===== config.mk =====
export PLATFORM = sky130hd
export DESIGN_NAME = dcache_wt
export DESIGN_NICKNAME = d
export VERILOG_FILES = /design/src/rtl/dcache_pkg.sv /design/src/rtl/dcache_array.sv /design/src/rtl/dcache_wt.sv
export SDC_FILE = /design/constraint.sdc
export NUM_CORES = 1
export LEC_CHECK = 0
export CAP_MARGIN = 20
export CORE_UTILIZATION = 40
export CTS_CLUSTER_SIZE = 20
export DETAILED_ROUTE_END_ITERATION = 10
export MAX_ROUTING_LAYER = met4
export PLACE_DENSITY = 0.64
export SETUP_SLACK_MARGIN = 0.5
export SYNTH_ARGS = -nofsm -noshare
export SYNTH_HDL_FRONTEND = slang
export SYNTH_SLANG_ARGS = --single-unit
export TNS_END_PERCENT = 100

===== constraint.sdc =====
create_clock -name clock -period 6.3 [get_ports clock]
set_clock_uncertainty 0.2 [all_clocks]
set_input_delay 0.945 -clock clock [delete_from_list [all_inputs] [get_ports clock]]
set_output_delay 0.945 -clock clock [all_outputs]
set_load 0.05 [all_outputs]

===== src/rtl/dcache_pkg.sv =====
// dcache_pkg: shared types and constants for the write-through data cache.
//   - word/address widths matching dm
//   - line index / tag split and the helper that performs it
//   - controller state encoding
package dcache_pkg;

  localparam int DATA_W    = 32;
  localparam int ADDR_W    = 12;
  localparam int IDX_BITS  = 4;
  localparam int LINES     = 1 << IDX_BITS;
  localparam int TAG_W     = ADDR_W - 2 - IDX_BITS;
  localparam int WR_CYCLES = 3;
  localparam int CNT_W     = (WR_CYCLES > 1) ? $clog2(WR_CYCLES) : 1;

  typedef logic [DATA_W-1:0]   data_t;
  typedef logic [ADDR_W-1:0]   addr_t;
  typedef logic [IDX_BITS-1:0] idx_t;
  typedef logic [TAG_W-1:0]    tag_t;

  typedef struct packed {
    tag_t tag;
    idx_t idx;
  } line_addr_t;

  typedef enum logic [2:0] {
    ST_IDLE,
    ST_LOOKUP,
    ST_RD_ISSUE,
    ST_RD_WAIT,
    ST_WR_HOLD
  } state_t;

  // Takes the word address (byte offset already dropped) and splits it
  // into the line index and the tag stored alongside the line.
  function automatic line_addr_t split_addr(input logic [ADDR_W-3:0] waddr);
    line_addr_t la;
    la.idx = waddr[IDX_BITS-1:0];
    la.tag = waddr[ADDR_W-3:IDX_BITS];
    return la;
  endfunction

endpackage


===== src/rtl/dcache_array.sv =====
// dcache_array: storage for the direct-mapped cache lines.
//   clock, reset   : clock and synchronous active-high reset
//   flush          : clears every valid bit in one cycle
//   idx            : line index shared by the read and write ports
//   rd_valid/tag/data : asynchronous read of line idx
//   data_we, data_in  : write the data word of line idx
//   set_line, tag_in  : mark line idx valid and record its tag (refill)
module dcache_array
  import dcache_pkg::*;
(
  input  logic  clock,
  input  logic  reset,
  input  logic  flush,
  input  idx_t  idx,
  output logic  rd_valid,
  output tag_t  rd_tag,
  output data_t rd_data,
  input  logic  data_we,
  input  data_t data_in,
  input  logic  set_line,
  input  tag_t  tag_in
);

  // Valid bits are plain flops so reset and flush clear all lines at once;
  // tags and data need no reset because they are never used while invalid.
  logic [LINES-1:0] valid;
  tag_t             tags [LINES];
  data_t            data [LINES];

  always_ff @(posedge clock) begin
    if (reset || flush) begin
      valid <= '0;
    end else if (set_line) begin
      valid[idx] <= 1'b1;
    end
  end

  always_ff @(posedge clock) begin
    if (data_we) begin
      data[idx] <= data_in;
    end
    if (set_line) begin
      tags[idx] <= tag_in;
    end
  end

  assign rd_valid = valid[idx];
  assign rd_tag   = tags[idx];
  assign rd_data  = data[idx];

endmodule


===== src/rtl/dcache_wt.sv =====
// dcache_wt: direct-mapped, write-through, one-word-per-line data cache
// sitting between the CPU load/store stage and dm.
//   clock, reset          : rising-edge clock, synchronous active-high reset
//   cpu_req/we/addr/wdata : CPU request, held until cpu_ack
//   cpu_flush             : invalidate all lines (honoured only when idle)
//   cpu_rdata, cpu_ack    : load data and 1-cycle completion pulse
//   cpu_busy              : controller not idle
//   DM_enable/read/write  : dm request strobe and qualifiers (1-cycle pulse)
//   DM_address, DM_in     : dm address / write data, held for the transaction
//   DM_out, DM_ready      : dm read data and read-complete flag
//
// state       | meaning
// ------------+-----------------------------------------------------------
// ST_IDLE     | waiting; flush handled here, request latched here
// ST_LOOKUP   | tag compare; load hit acks, load miss / store go to dm
// ST_RD_ISSUE | dm read strobe high for this single cycle
// ST_RD_WAIT  | waiting for DM_ready; refill line and ack on arrival
// ST_WR_HOLD  | dm write in flight; address/data held WR_CYCLES cycles
module dcache_wt
  import dcache_pkg::*;
(
  input  logic              clock,
  input  logic              reset,
  input  logic              cpu_req,
  input  logic              cpu_we,
  input  logic [ADDR_W-1:0] cpu_addr,
  input  logic [DATA_W-1:0] cpu_wdata,
  input  logic              cpu_flush,
  output logic [DATA_W-1:0] cpu_rdata,
  output logic              cpu_ack,
  output logic              cpu_busy,
  output logic              DM_enable,
  output logic              DM_read,
  output logic              DM_write,
  output logic [ADDR_W-1:0] DM_address,
  output logic [DATA_W-1:0] DM_in,
  input  logic [DATA_W-1:0] DM_out,
  input  logic              DM_ready
);

  state_t           state;
  logic             req_we;
  addr_t            req_addr;
  data_t            req_wdata;
  logic [CNT_W-1:0] hold_cnt;

  line_addr_t req_line;
  logic       rd_valid;
  tag_t       rd_tag;
  data_t      rd_data;
  logic       hit;
  logic       flush_all;
  logic       store_hit;
  logic       fill;

  assign req_line  = split_addr(req_addr[ADDR_W-1:2]);
  assign hit       = rd_valid && (rd_tag == req_line.tag);
  assign flush_all = (state == ST_IDLE) && cpu_flush;
  // Stores update the line only when it already holds this address;
  // a store miss goes to dm alone (no write-allocate).
  assign store_hit = (state == ST_LOOKUP) && req_we && hit;
  assign fill      = (state == ST_RD_WAIT) && DM_ready;
  assign cpu_busy  = (state != ST_IDLE);

  dcache_array u_array (
    .clock    (clock),
    .reset    (reset),
    .flush    (flush_all),
    .idx      (req_line.idx),
    .rd_valid (rd_valid),
    .rd_tag   (rd_tag),
    .rd_data  (rd_data),
    .data_we  (store_hit || fill),
    .data_in  (fill ? DM_out : req_wdata),
    .set_line (fill),
    .tag_in   (req_line.tag)
  );

  always_ff @(posedge clock) begin
    if (reset) begin
      state      <= ST_IDLE;
      req_we     <= 1'b0;
      req_addr   <= '0;
      req_wdata  <= '0;
      hold_cnt   <= '0;
      cpu_ack    <= 1'b0;
      cpu_rdata  <= '0;
      DM_enable  <= 1'b0;
      DM_read    <= 1'b0;
      DM_write   <= 1'b0;
      DM_address <= '0;
      DM_in      <= '0;
    end else begin
      cpu_ack <= 1'b0;
      case (state)
        ST_IDLE: begin
          // Flush wins over a simultaneous request; the request is taken
          // the following cycle. The ack cycle itself is skipped so a
          // request still high while ack is visible is not taken twice.
          if (!cpu_flush && cpu_req && !cpu_ack) begin
            req_we    <= cpu_we;
            req_addr  <= cpu_addr;
            req_wdata <= cpu_wdata;
            state     <= ST_LOOKUP;
          end
        end
        ST_LOOKUP: begin
          if (req_we) begin
            DM_enable  <= 1'b1;
            DM_write   <= 1'b1;
            DM_address <= req_addr;
            DM_in      <= req_wdata;
            hold_cnt   <= CNT_W'(WR_CYCLES - 1);
            state      <= ST_WR_HOLD;
          end else if (hit) begin
            cpu_ack   <= 1'b1;
            cpu_rdata <= rd_data;
            state     <= ST_IDLE;
          end else begin
            DM_enable  <= 1'b1;
            DM_read    <= 1'b1;
            DM_address <= req_addr;
            state      <= ST_RD_ISSUE;
          end
        end
        ST_RD_ISSUE: begin
          // DM_ready seen here belongs to an earlier transaction.
          DM_enable <= 1'b0;
          DM_read   <= 1'b0;
          state     <= ST_RD_WAIT;
        end
        ST_RD_WAIT: begin
          if (DM_ready) begin
            cpu_ack   <= 1'b1;
            cpu_rdata <= DM_out;
            state     <= ST_IDLE;
          end
        end
        ST_WR_HOLD: begin
          DM_enable <= 1'b0;
          DM_write  <= 1'b0;
          if (hold_cnt == '0) begin
            cpu_ack <= 1'b1;
            state   <= ST_IDLE;
          end else begin
            hold_cnt <= hold_cnt - 1'b1;
          end
        end
        default: state <= ST_IDLE;
      endcase
    end
  end

endmodule


### Word level (Yosys, flattened, before mapping)

Memory sizes are Yosys's and may differ from the RTL's. A register that Yosys moved wholly into a read port is not among the register bits.
Index checks and enable logic that the tools add are counted.

| cells by class | value |
|---|---|
| add/sub/neg operators | 1 |
| order comparisons | 2 |
| eq/ne operators | 15 |
| multiplexer cells | 40 |
| bitwise operators | 1 |
| reduce and logical (&&, ||, !) cells | 29 |

Operators by type and width:

| kind | number |
|---|---|
| 32-bit 2-to-1 mux | 4 |
| 32-bit case mux with 2 select lines | 1 |
| 12-bit 2-to-1 mux | 2 |
| 4-bit 2-to-1 mux | 4 |
| 2-bit != test, second input constant | 8 |
| 16-bit bitwise OR | 1 |
| 3-bit case mux with 5 select lines | 1 |
| 1-bit 2-to-1 mux | 14 |
| 3-bit 2-to-1 mux | 4 |
| 2-bit AND reduction | 5 |
| 3-bit AND reduction | 3 |
| 1-bit logical AND | 8 |
| 2-bit nonzero test | 4 |
| 3-bit by 2-bit == test with 1-bit output, second input constant | 2 |
| 6-bit == test | 1 |
| 2-bit 2-to-1 mux | 3 |
| 1-bit case mux with 2 select lines | 3 |
| 4-bit by 5-bit less-than comparator with 1-bit output, second input constant | 1 |
| 1-bit binary-select mux with 4-bit select | 1 |
| 1-bit demux with 4-bit select | 1 |
| 4-bit by 1-bit >= comparator with 1-bit output, second input constant | 1 |
| 2-bit case mux with 2 select lines | 1 |
| 4-bit AND reduction | 1 |
| 3-bit by 1-bit == test with 1-bit output, second input constant | 1 |
| other kinds (11) | 13 |

| word-level totals | value |
|---|---|
| bits in registers | 146 |
| bits in writable memories | 608 |
| output and inout port bits | 81 |
| logic and storage cells | 103 |
| memories kept | 2 |

Memories:

| memory | depth | bits a word | read ports | clocked after memory_dff | write ports | RTL line | text |
|---|---|---|---|---|---|---|---|
| u_array.data | 16 | 32 | 1 | 1 | 1 | dcache_array.sv:28 | `data_t data [LINES];` |
| u_array.tags | 16 | 6 | 1 | 1 | 1 | dcache_array.sv:27 | `tag_t tags [LINES];` |

### Longest topological paths before layout

Gate-level depths: netlist (run 1).

| depth | value |
|---|---|
| word-level depth | 7 |
| mapped depth | 11 |
| mapped depth without buffers | 7 |

### Modules after synthesis

Synthesis (run 1) repeated with hierarchy kept, for this count alone.

| unflattened totals | value |
|---|---|
| cell total of the unflattened synthesis | 1718 |
| area, all modules | 29238.0 sq um |

Modules (own cells, without submodules):

| module | times used | cells each | area an instance (sq um) | sequential area each (sq um) |
|---|---|---|---|---|
| dcache_array | 1 | 1018 | 23436.2 | 18577.8 |
| dcache_wt | 1 | 700 | 5801.8 | 2602.5 |

### Worst setup path after synthesis (run 1)

Ideal clock, no wire load.

| timing path | value |
|---|---|
| path kind | reg-to-reg |
| start point | reg (tool-made name) |
| end point | mem u_array.data[3][0] (netlist name) (enable) |
| library setup time | 0.502 ns |
| arrival | 5.119 ns |
| slack | 0.479 ns |
| stages on the path, launching flop included | 10 |
| clock period less this slack | 5.821 ns |
| cell sequence | dfxtp_1 -> buf_6 -> buf_12 -> mux4_2 -> a22oi_1 -> a21oi_1 -> nor4_2 -> and4_4 -> a31oi_4 -> nor4_1 |

RTL lines:

| element | RTL line |
|---|---|
| end: declaration | dcache_array.sv:28 |

==> flow_metrics.env, run 1 <==
export IMPL_rsz0062_at_grt="no"
export IMPL_clock_latency_ns=0.62
export IMPL_synth_cell_types=61
export IMPL_cp_start_kind="flip-flop"
export IMPL_async_reset_ff_frac=0
export IMPL_critPathCaptureType="flip-flop"
export IMPL_gr_total_overflow=0
export IMPL_dieWidth_microns=275
export IMPL_num_vias=15900
export IMPL_fmax_ghz=0.234
export IMPL_p_total_uw=10900
export IMPL_die_h_microns=275
export IMPL_synth_net_count=1796
export IMPL_synth_common_cells="edfxtp_1, nand2_1, mux4_2, dfxtp_1, a21oi_1"
export IMPL_switching_share=0.213
export IMPL_numCtsBuffers=79
export IMPL_initial_core_util=0.406
export IMPL_portBuffers=162
export IMPL_seqPwrFrac=0.507
export IMPL_critical_path_class="reg -> reg"
export IMPL_finalMaxSlewViolations=0
export IMPL_yosysSeqAreaShare=0.715
export IMPL_ys_ff_latch=758
export IMPL_arrival_ns=4.31
export IMPL_place_area_sq_mm=0.0327
export IMPL_synth_xor_area_share=0.000883
export IMPL_power_leakage_uw=0.0113
export IMPL_p_int_uw=8550
export IMPL_violations="DRC"
export IMPL_drc_errors=9
export IMPL_syn_cell_area_sq_mm=0.0297
export IMPL_synth_area_leaders="edfxtp_1, mux4_2, dfxtp_1, nand2_1, mux2i_1"
export IMPL_power_frac_comb=0.054
export IMPL_synth_top_family_by_area="multiplexers"
export IMPL_synth_edf_count=608
export IMPL_fill_cells=6080
export IMPL_post_synth_mux_area_share=0.160
export IMPL_die_area_sq_mm=0.0755
export IMPL_yosys_area_share_simple=0.0586
export IMPL_grt_pass1_vias=16400
export IMPL_p_clk_frac=0.438
export IMPL_min_period_ns=4.26
export IMPL_grt_pass1_wl_mm=104
export IMPL_synth_adder_area_share=0.000421
export IMPL_antennaDiodeCount=0
export IMPL_r2r_cells=9
export IMPL_antenna_left=0
export IMPL_grt_antenna_before_repair=0
export IMPL_avgSynthCellArea_sq_um=17.4
export IMPL_postCtsSetupRepairBufs=0
export IMPL_netlist_top_cell_by_area="edfxtp_1"
export IMPL_drt_iter0_drc=1443
export IMPL_synth_flop_cell="edfxtp_1"
export IMPL_final_nets=1999
export IMPL_core_rowCount=99
export IMPL_maxSlewHeadroom=0.259
export IMPL_dp_slack_ns=2.07
export IMPL_clockBufferDepth=3
export IMPL_synth_most_common_cell="edfxtp_1"
export IMPL_p_sw_uw=2320
export IMPL_status="finished with violations"
export IMPL_worst_slew_pin_transition_ns=1.11
export IMPL_hold_path_cell_count=2
export IMPL_worstPathMaxFanout=32
export IMPL_postCtsResizedCells=0
export IMPL_postCtsHoldBufs=0
export IMPL_clock_root_buffer="clkbuf_16"
export IMPL_netlist_instances=1713
export IMPL_finalHoldViolations=0
export IMPL_vdd_ir_drop_max_mv=0.215
export IMPL_htreeDepth=3
export IMPL_crit_required_ns=6.34
export IMPL_post_drt_via_cell_ratio=5.41
export IMPL_final_cell_area_sq_mm=0.0353
export IMPL_drv_cap=0
export IMPL_track_usage=0.193
export IMPL_ys_warn_count=0
export IMPL_clock_sinks=758
export IMPL_period_share=0.677
export IMPL_drt_total_wl_mm=69.7
export IMPL_final_layout_size_suffix_gt1_frac=0.211
export IMPL_clkTransAtPathRegs_ns=0.06
export IMPL_finalSetupViolations=0
export IMPL_cts_tree="yes"
export IMPL_areaGrowthSynthToFinish_pct=18.8
export IMPL_hpwl_mm=41.6
export IMPL_yosys_area_top_type_share=0.614
export IMPL_io_pins=163
export IMPL_synth_compound_area_share=0.0403
export IMPL_first_pass_iters=11
export IMPL_gp_congestion=0.791
export IMPL_grt_max_degree=114
export IMPL_cellPowerDensity_mw_per_mm2=307
export IMPL_tns_ns=0
export IMPL_hp_class="reg -> reg"
export IMPL_wl_per_cell_microns=23.7
export IMPL_fp_coreArea_sq_mm=0.0733
export IMPL_hold_worst_slack_ns=0.257
export IMPL_setup_slack_ns=2.04
==> worst max-delay path, cell delays in order, from the launching register on <==
cell and delay, ns:
dfxtp_2 1.03, buf_4 0.43, mux4_1 0.34, mux2_2 0.30, nor3b_2 0.23, o21ai_4 0.10
nand2_4 0.10, a31oi_4 0.28, nor3_2 0.26, buf_4 0.55
==> cell usage in the layout (no fill, tap or decap), types with 7 or more instances in the layout <==
| cell | instances |
|---|---|
| nand2b_1 | 61 |
| a21oi_1 | 87 |
| clkbuf_16 | 81 |
| a211o_1 | 32 |
| dfxtp_1 | 145 |
| inv_1 | 37 |
| nand2_1 | 194 |
| nor2_1 | 53 |
| mux4_2 | 179 |
| nor3_2 | 16 |
| o21ai_0 | 33 |
| bufinv_16 | 10 |
| mux2i_1 | 56 |
| clkinv_1 | 18 |
| clkinv_2 | 10 |
| a22oi_1 | 7 |
| o21a_1 | 16 |
| buf_4 | 65 |
| clkbuf_1 | 13 |
| clkdlybuf4s50_1 | 161 |
| edfxtp_1 | 608 |
==> layout make-up <==
type / count / area, sq um / area share
clock buffer: 99 / 2140 / 0.0607
multi-input combinational: 807 / 7880 / 0.223
tap: 959 / 1200 / 0.0339
clock inverter: 49 / 547 / 0.0155
timing repair buffer: 233 / 2170 / 0.0613
sequential: 758 / 21300 / 0.602
inverter: 37 / 139 / 0.00393
==> metal layers <==
| layer | GRT usage | part of all wire |
|---|---|---|
| met4 | 0.0550 | 0.024 |
| met1 | 0.255 | 0.43 |
| met5 | - | 0 |
| met3 | 0.0399 | 0.062 |
| met2 | 0.302 | 0.48 |
==> path summary, 6_finish.rpt <==
check | from | endpoint | slack (ns)
min reg2reg | DM_in[27] | DM_in[27] | 0.26
max | flip-flop | u_array.data[7][12] | 2.04
max reg2reg | flip-flop | u_array.data[7][12] | 2.04
min | DM_in[27] | DM_in[27] | 0.26
==> sequential cells by signal, indices dropped and copies added (netlist names), 2 cells and up, named ones only <==
name and cells:
u_array.data 512, u_array.tags 96, DM_in 32, cpu_rdata 32
req_wdata 32, u_array.valid 16, DM_address 12, req_addr 12
state 3, hold_cnt 2
==> power groups by stage <==
stage                     registers [uW]  logic (uW)  clock network (uW)
after detailed placement            5620         598                   0
after floorplan                     5580         401                   0
after global placement              5620         581                   0
final                               5510         592                4760
after CTS                           5510         600                4850
after global routing                5520         638                5040
==> stage by stage <==
stage          utilization  std cells
6_report             0.482       2942
5_1_grt              0.482       2942
4_1_cts              0.482       2942
3_5_place_dp         0.445       2794
3_3_place_gp         0.444       2782
2_1_floorplan            -       1713
==> logic make-up (layout without fill, tap and decap cells) <==
family / count (synthesis) / in the layout
compound gates: 187 / 187
xor+xnor: 3 / 3
fa+ha+maj: 1 / 1
buf+inv: 148 / 418
flops: 758 / 758
mux: 243 / 243
simple gates: 373 / 373
No activity file was read; power rests on OpenSTA's default activity.
==> inputs of run 2 (changes only) <==
- PLACE_DENSITY: 0.64 -> 0.66
- clock period: 6.3 -> 3.83 ns (I/O delays scaled with it)
==> flow_metrics.env, run 2 (synthesized netlist as in run 1, its figures left out) <==
export IMPL_reg2reg_to="u_array.data[12][26]"
export IMPL_initial_core_util=0.406
export IMPL_drc_errors=11
export IMPL_critical_path_depth=11
export IMPL_clock_latency_ns=0.61
export IMPL_grt_pass1_vias=16900
export IMPL_first_pass_iters=8
export IMPL_finalSetupViolations=0
export IMPL_clkTransAtPathRegs_ns=0.06
export IMPL_gr_total_overflow=0
export IMPL_rsz0062_at_grt="yes"
export IMPL_worst_slew_pin_transition_ns=1.05
export IMPL_status="finished with violations"
export IMPL_track_usage=0.203
export IMPL_worstPathCellList="buf_4, mux4_1, a22oi_2, a21oi_1, and2b_1, and4_4, a31oi_4, buf_12, nor3_4, buf_4, buf_16"
export IMPL_final_nets=2055
export IMPL_critPathTopFamily="buffers and inverters"
export IMPL_wl_per_cell_microns=24.8
export IMPL_clockBufferDepth=3
export IMPL_grt_pass1_wl_mm=109
export IMPL_violations="DRC"
export IMPL_antennaDiodeCount=0
export IMPL_final_layout_size_suffix_gt1_frac=0.232
export IMPL_grt_antenna_before_repair=1
export IMPL_clock_root_buffer="clkbuf_16"
export IMPL_cp_slowest_stage_delay_ns=0.57
export IMPL_htreeDepth=3
export IMPL_drt_iter0_drc=1682
export IMPL_min_period_ns=3.32
export IMPL_largest_reg_flops=512
export IMPL_p_total_uw=17200
export IMPL_clock_sinks=758
export IMPL_fmax_ghz=0.301
export IMPL_largest_registers="u_array.data x512, u_array.tags x96"
export IMPL_period_share=0.868
export IMPL_hold_path_cell_count=2
export IMPL_antenna_left=0
export IMPL_grt_max_degree=85
export IMPL_gp_congestion=0.792
export IMPL_die_h_microns=275
export IMPL_top_register="u_array.data"
export IMPL_hp_class="in -> reg"
export IMPL_final_cell_area_sq_mm=0.0360
export IMPL_mostFrequentLayoutCells="edfxtp_1, nand2_1, mux4_2, clkdlybuf4s50_1, dfxtp_1"
export IMPL_drt_total_wl_mm=74.3
export IMPL_fp_coreArea_sq_mm=0.0733
export IMPL_postCtsHoldBufs=0
export IMPL_core_rowCount=99
export IMPL_crit_required_ns=3.94
export IMPL_arrival_ns=3.43
export IMPL_drv_cap=0
export IMPL_critPathCapture="u_array.data[12][26]"
export IMPL_worstPathMaxFanout=16
export IMPL_post_drt_via_cell_ratio=5.50
export IMPL_cts_tree="yes"
export IMPL_areaGrowthSynthToFinish_pct=21.1
export IMPL_dieWidth_microns=275
export IMPL_regToRegSetupSlack_ns=0.51
export IMPL_maxSlewHeadroom=0.299
export IMPL_critPathSlowestCell="mux4_1"
export IMPL_r2r_cells=11
export IMPL_hpwl_mm=42.6
export IMPL_cellPowerDensity_mw_per_mm2=477
export IMPL_vdd_ir_drop_max_mv=0.302
export IMPL_numCtsBuffers=78
export IMPL_final_common_cell="edfxtp_1"
export IMPL_portBuffers=162
export IMPL_finalHoldViolations=0
export IMPL_power_leakage_uw=0.0117
export IMPL_die_area_sq_mm=0.0755
export IMPL_critPathBufInv=4
export IMPL_crit_top_cell="buf_4"
export IMPL_critical_path_class="reg -> reg"
export IMPL_num_vias=16500
export IMPL_critPathCaptureType="flip-flop"
export IMPL_io_pins=163
export IMPL_place_area_sq_mm=0.0333
export IMPL_tns_ns=0
export IMPL_finalMaxSlewViolations=0
export IMPL_cp_start_kind="flip-flop"
==> run 2: cell types whose count changed in the layout (fill, tap and decap cells not counted), sizes merged <==
cell | before | now
buf | 72 | 126
bufinv | 10 | 1
clkbuf | 99 | 107
clkinv | 32 | 33
inv | 41 | 39
==> run 2: routing by layer <==
layer	up-vias	track usage	wire (microns)	share of wire
li1	7157	-	-	-
met5	-	-	0	0
met2	655	0.318	35700	0.48
met4	0	0.0566	1810	0.024
met3	129	0.0409	5820	0.078
met1	8538	0.269	31000	0.42
==> run 2: layout make-up <==
type	count	area (sq um)
clock buffers	104	2090
clock inverters	39	289
fillers	6041	37300
inverters	37	139
multi-input cells	807	8000
flip-flops and latches	758	21300
well taps	959	1200
repair buffers	290	3030
==> run 2: timing repair <==
| item | CTS | global route |
|---|---|---|
| setup endpoints to repair | 539 | 470 |
| cloned | 1 | 4 |
| pin swaps | 1 | 4 |
| setup buffers | 5 | 9 |
| resized for setup | 2 | 6 |
==> run 2: worst min path at each step <==
| stage | from | to | slack, ns |
|---|---|---|---|
| 6_report | reset | req_addr[0] | 0.25 |
| 5_1_grt | reset | hold_cnt[0] | 0.25 |
| 4_1_cts | reset | req_addr[7] | 0.23 |
| 3_5_place_dp | DM_in[26] | DM_in[26] | 0.25 |
| 3_3_place_gp | u_array.valid[1] | u_array.valid[1] | 0.24 |
| 2_1_floorplan | u_array.valid[10] | u_array.valid[10] | 0.24 |
==> run 2: stage by stage <==
stage               utilization  hold slack (ns)  cells  setup WS, ns
floorplan                     -            0.235   1713         0.174
global placement          0.454            0.243   2825         0.290
detailed placement        0.455            0.249   2831         0.311
CTS                       0.488            0.235   2980         0.477
global route              0.491            0.250   2994         0.448
finish                    0.491            0.248   2994         0.507
==> run 2: where the power goes <==
part           switching [uW]  leakage, uW  internal [uW]
Sequential               65.1      0.00661           8940
Combinational             609      0.00390            477
Clock                    3130      0.00116           3940
Total                    3810       0.0117          13400
==> RTL edit 1, RTL diff (flow settings as in run 1) <==
Reset style: asynchronous (`reset`), changed in one clocked block. Comments in the files are not updated.
--- a/src/rtl/dcache_wt.sv
+++ b/src/rtl/dcache_wt.sv
@@ -76,7 +76,7 @@
     .tag_in   (req_line.tag)
   );
 
-  always_ff @(posedge clock) begin
+  always_ff @(posedge clock or posedge reset) begin
     if (reset) begin
       state      <= ST_IDLE;
       req_we     <= 1'b0;
Function: differs if reset is asserted again (counterexample within 4 cycles, from zero or initial values and one cycle with reset high); with reset held inactive, the same outputs for 4 cycles.
==> RTL edit 1 against run 1 <==
Routed wire length up 3.8%; setup slack worse by 0.84 ns; global-route usage up 0.31 points; sequential cell count down 4; synthesized area up 2.5%; cell area up 1.8%; critical path type unchanged; largest cell class unchanged; highest routed layer unchanged.
Power is not compared: it rests on default switching activity, and its combinational part moved more than twofold at a synthesized area within 25%.
==> RTL edit 1: results (changes against run 1) <==
metric	value	unit	change
status	complete, no violations		was finished, violations left
Post-synth ARST share	0.172		was 0
CP max-delay cell	a2111oi_4		was dfxtp_2
internal power	11.7	mW	
nets	1921		was 1999
clk root buf	clkbuf_16		unchanged
clock slew at reported path FFs	0.06	ns	about the same
M3 GR Usage	0.0358		was 0.0399
Iteration-0 DRC Markers	1676		was 1443
Lkg Pwr	11.8	nW	
H-tree depth	3		unchanged
met2 capacity usage during global routing	0.305		was 0.302
fillers	6084		was 6080
pin count of the biggest net entering global routing	83		was 114
Seq/Total Area, Yosys	0.716		was 0.715
vias in the first global route	16800		was 16400
biggest regs	u_array.data x512, u_array.tags x96		unchanged
final wirelength	72400	um	was 69700 um
RePlAce Congestion	0.834		was 0.791
Final Max Tran Viols	0		unchanged
critical path data arrival time	5.20	ns	was 4.31 ns
Hold WC Path Type	flip-flop to flip-flop		unchanged
Total Routing Usage GR	0.196		was 0.193
Post-synth EDFFs	608		unchanged
Num CTS Buffers	80		was 79
maximum vdd drop	293	uV	
initial antenna violation count	2		was 0
top sig layer	met4		unchanged
M1 WL	30900	um	was 30100 um
post-cts resize count	0		unchanged
clock latency on the worst-skew pair	0.64	ns	was 0.62 ns
n_diodes	0		unchanged
warning count from the yosys run	0		unchanged
Synth top cells by count	edfxtp_1, mux4_2, dfrtp_1, nand2_1, mux2_2		was edfxtp_1, nand2_1, mux4_2, dfxtp_1, a21oi_1
first-pass GRT wire length	109000	um	was 104000 um
routed vias/inst	5.62		was 5.41
Comb. pwr	6.00	mW	
met1 Track Usage GR	0.264		was 0.255
area added between synthesis and finish	18.0	%	was 18.8%
predominant post-synthesis flop cell	edfxtp_1		unchanged
DP Worst Slack	1.30	ns	was 2.07 ns
# Post-CTS Setup Buffers	0		unchanged
Post-Syn Nets	1749		was 1796
IO Port Bufs	162		unchanged
fraction of layout cells with a size suffix above 1	0.243		was 0.211
Detailed Place HPWL	42800	um	was 41600 um
routed wl met3	4610	um	was 4330 um
clock buffer depth	3		unchanged
Total Power	17.8	mW	
CP max FO	43		was 32
Netlist cell types	57		was 61
delay-heaviest family, CP	compound AO/OA/AOI/OAI gates		was flip-flops
DR pass1 iterations	6		was 11
met2 wire length	35100	um	was 33700 um
worst slew pin tran	1.04	ns	was 1.11 ns
Critical Path Max Stage Delay	0.84	ns	was 1.03 ns
top cells by area, synth	edfxtp_1, mux4_2, dfrtp_1		was edfxtp_1, mux4_2, dfxtp_1
Seq group	7.12	mW	
RTL edit 1: cell count changes in the layout (fill, tap and decap cells not counted), sizes merged, moves of 31 or more:
cell / delta
nand2b: -54
nor3b: +32
mux2: +91
a21oi: -69
nand3: +64
inv: -31
nand2: -67
a211o: -33
dfxtp: -134
mux2i: -40
dfrtp: +130
buf: -32
nor2b: +38
RTL edit 1: path summary, 6_finish.rpt:
path                                       to  slack [ns]  cells after the start        startpoint
setup / recovery           u_array.data[4][0]        1.19                     10       req_addr[5]
hold / removal               u_array.valid[7]        0.27                      1  u_array.valid[7]
setup reg to reg           u_array.data[4][0]        1.19                     10       req_addr[5]
hold reg to reg              u_array.valid[7]        0.27                      1  u_array.valid[7]
max in group asynchronous            state[1]        3.94                      3             reset
min in group asynchronous             cpu_ack        0.70                      2             reset
RTL edit 1: cells by family after synthesis:
kind of cell,Yosys count,share of synthesized area
DFF,754,0.716
and+or+nand+nor,354,0.0583
muxes,288,0.172
AOI/OAI and AO/OA,146,0.0352
buffers and inverters,119,0.0176
xor gates and xnor gates,4,0.00115
adders and majority gates,1,0.000410
RTL edit 1: final cells by class:
cell class / instances / area [sq um] / share of cell area
clock inverters: 45 / 497 / 0.0138
multi-input cells: 793 / 8330 / 0.231
inverters: 7 / 31.3 / 0.000869
repair buffers: 202 / 1950 / 0.0541
clock buffers: 101 / 2130 / 0.0592
well taps: 969 / 1210 / 0.0337
flip-flops and latches: 754 / 21800 / 0.607
RTL edit 1: metrics by stage:
step	utilization	instances	cell area, sq um
floorplan	-	1666	30500
global placement	0.445	2725	33400
detailed placement	0.445	2725	33400
CTS	0.480	2871	36000
global route	0.480	2871	36000
finish	0.480	2871	36000
==> RTL edit 2, RTL diff (settings of run 1) <==
Made on the original files. Set the package constant `IDX_BITS` to 2 (it was 4).
--- a/src/rtl/dcache_pkg.sv
+++ b/src/rtl/dcache_pkg.sv
@@ -6,7 +6,7 @@
 
   localparam int DATA_W    = 32;
   localparam int ADDR_W    = 12;
-  localparam int IDX_BITS  = 4;
+  localparam int IDX_BITS  = 2;
   localparam int LINES     = 1 << IDX_BITS;
   localparam int TAG_W     = ADDR_W - 2 - IDX_BITS;
   localparam int WR_CYCLES = 3;
Formal check against the unedited RTL: same outputs for any inputs over 4 cycles, from zero or initial values and one cycle with reset high; that may be too few to reach the edited logic, so the function may still have changed.
==> RTL edit 2 against run 1 <==
Setup slack improved by 0.26 ns; die area is 60% lower; cell area fell by 58%; via count is 49% lower; sequential cell count decreased by 462; synthesized cell count shrank 42%; routed wire length shrank 57%; synthesized area fell by 60%; sequential share of layout area down 9.6 points; power shrank 60%; count of clock-buffer cells in the layout shrank 51.
==> RTL edit 2: results (changes against run 1) <==
metric	value	unit	change
Num CTS Buffers	34		was 79
pin count of the biggest net entering global routing	78		was 114
first-pass GRT wire length	47100	um	was 104000 um
placed instance count	1487		was 2794
Seq/Total Area, Yosys	0.639		was 0.715
Synth Area in Compound Gates	0.0721		was 0.0403
final wirelength	29700	um	was 69700 um
sequential share of cell area	0.506		was 0.602
# DRC	0		was 9
status	complete, no violations		was finished, violations left
fraction of area in multi-input gates	0.266		was 0.223
mux cell area share after synthesis	0.0900		was 0.160
routed wl met3	1820	um	was 4330 um
DR pass1 iterations	5		was 11
M3 GR Usage	0.0379		was 0.0399
maximum vdd drop	173	uV	was 215 uV
Lkg Pwr	5.05	nW	was 11.3 nW
met2 wire length	13500	um	was 33700 um
fraction of layout cells with a size suffix above 1	0.102		was 0.211
Total Routing Usage GR	0.206		was 0.193
Buffers excl. clock	174		was 233
critical path data arrival time	3.93	ns	was 4.31 ns
Netlist cell types	38		was 61
cell count after synthesis	1001		was 1713
invs w/o clock	6		was 37
Iteration-0 DRC Markers	601		was 1443
## RTL edit 2: metrics by stage
step	instance area [sq um]	worst slack (ns)
final	14900	2.30
after global routing	14900	1.95
after CTS	14900	2.21
after detailed placement	13700	2.23
after global placement	13700	2.23
after floorplan	11800	1.67
## RTL edit 2: power by group
part	switching [mW]	leakage [nW]	total [mW]	internal, mW
Sequential	0.0290	2.67	2.08	2.05
Combinational	0.137	1.82	0.249	0.112
Clock	0.773	0.566	2.01	1.24
## RTL edit 2: cell families (layout without fill, tap and decap cells)
logic type | Yosys count | in the layout
simple gates | 424 | 424
flops | 296 | 296
compound gates | 131 | 131
buf+inv | 78 | 242
mux | 62 | 62
xor+xnor | 9 | 9
fa+ha+maj | 1 | 1
## RTL edit 2: final timing paths
path,from,to,slack [ns],cells after the start
worst max-delay path,flip-flop,u_array.data[3][11],2.30,8
worst min-delay path,DM_in[23],DM_in[23],0.25,2
worst max register to register,flip-flop,u_array.data[3][11],2.30,8
worst min register to register,DM_in[23],DM_in[23],0.25,2
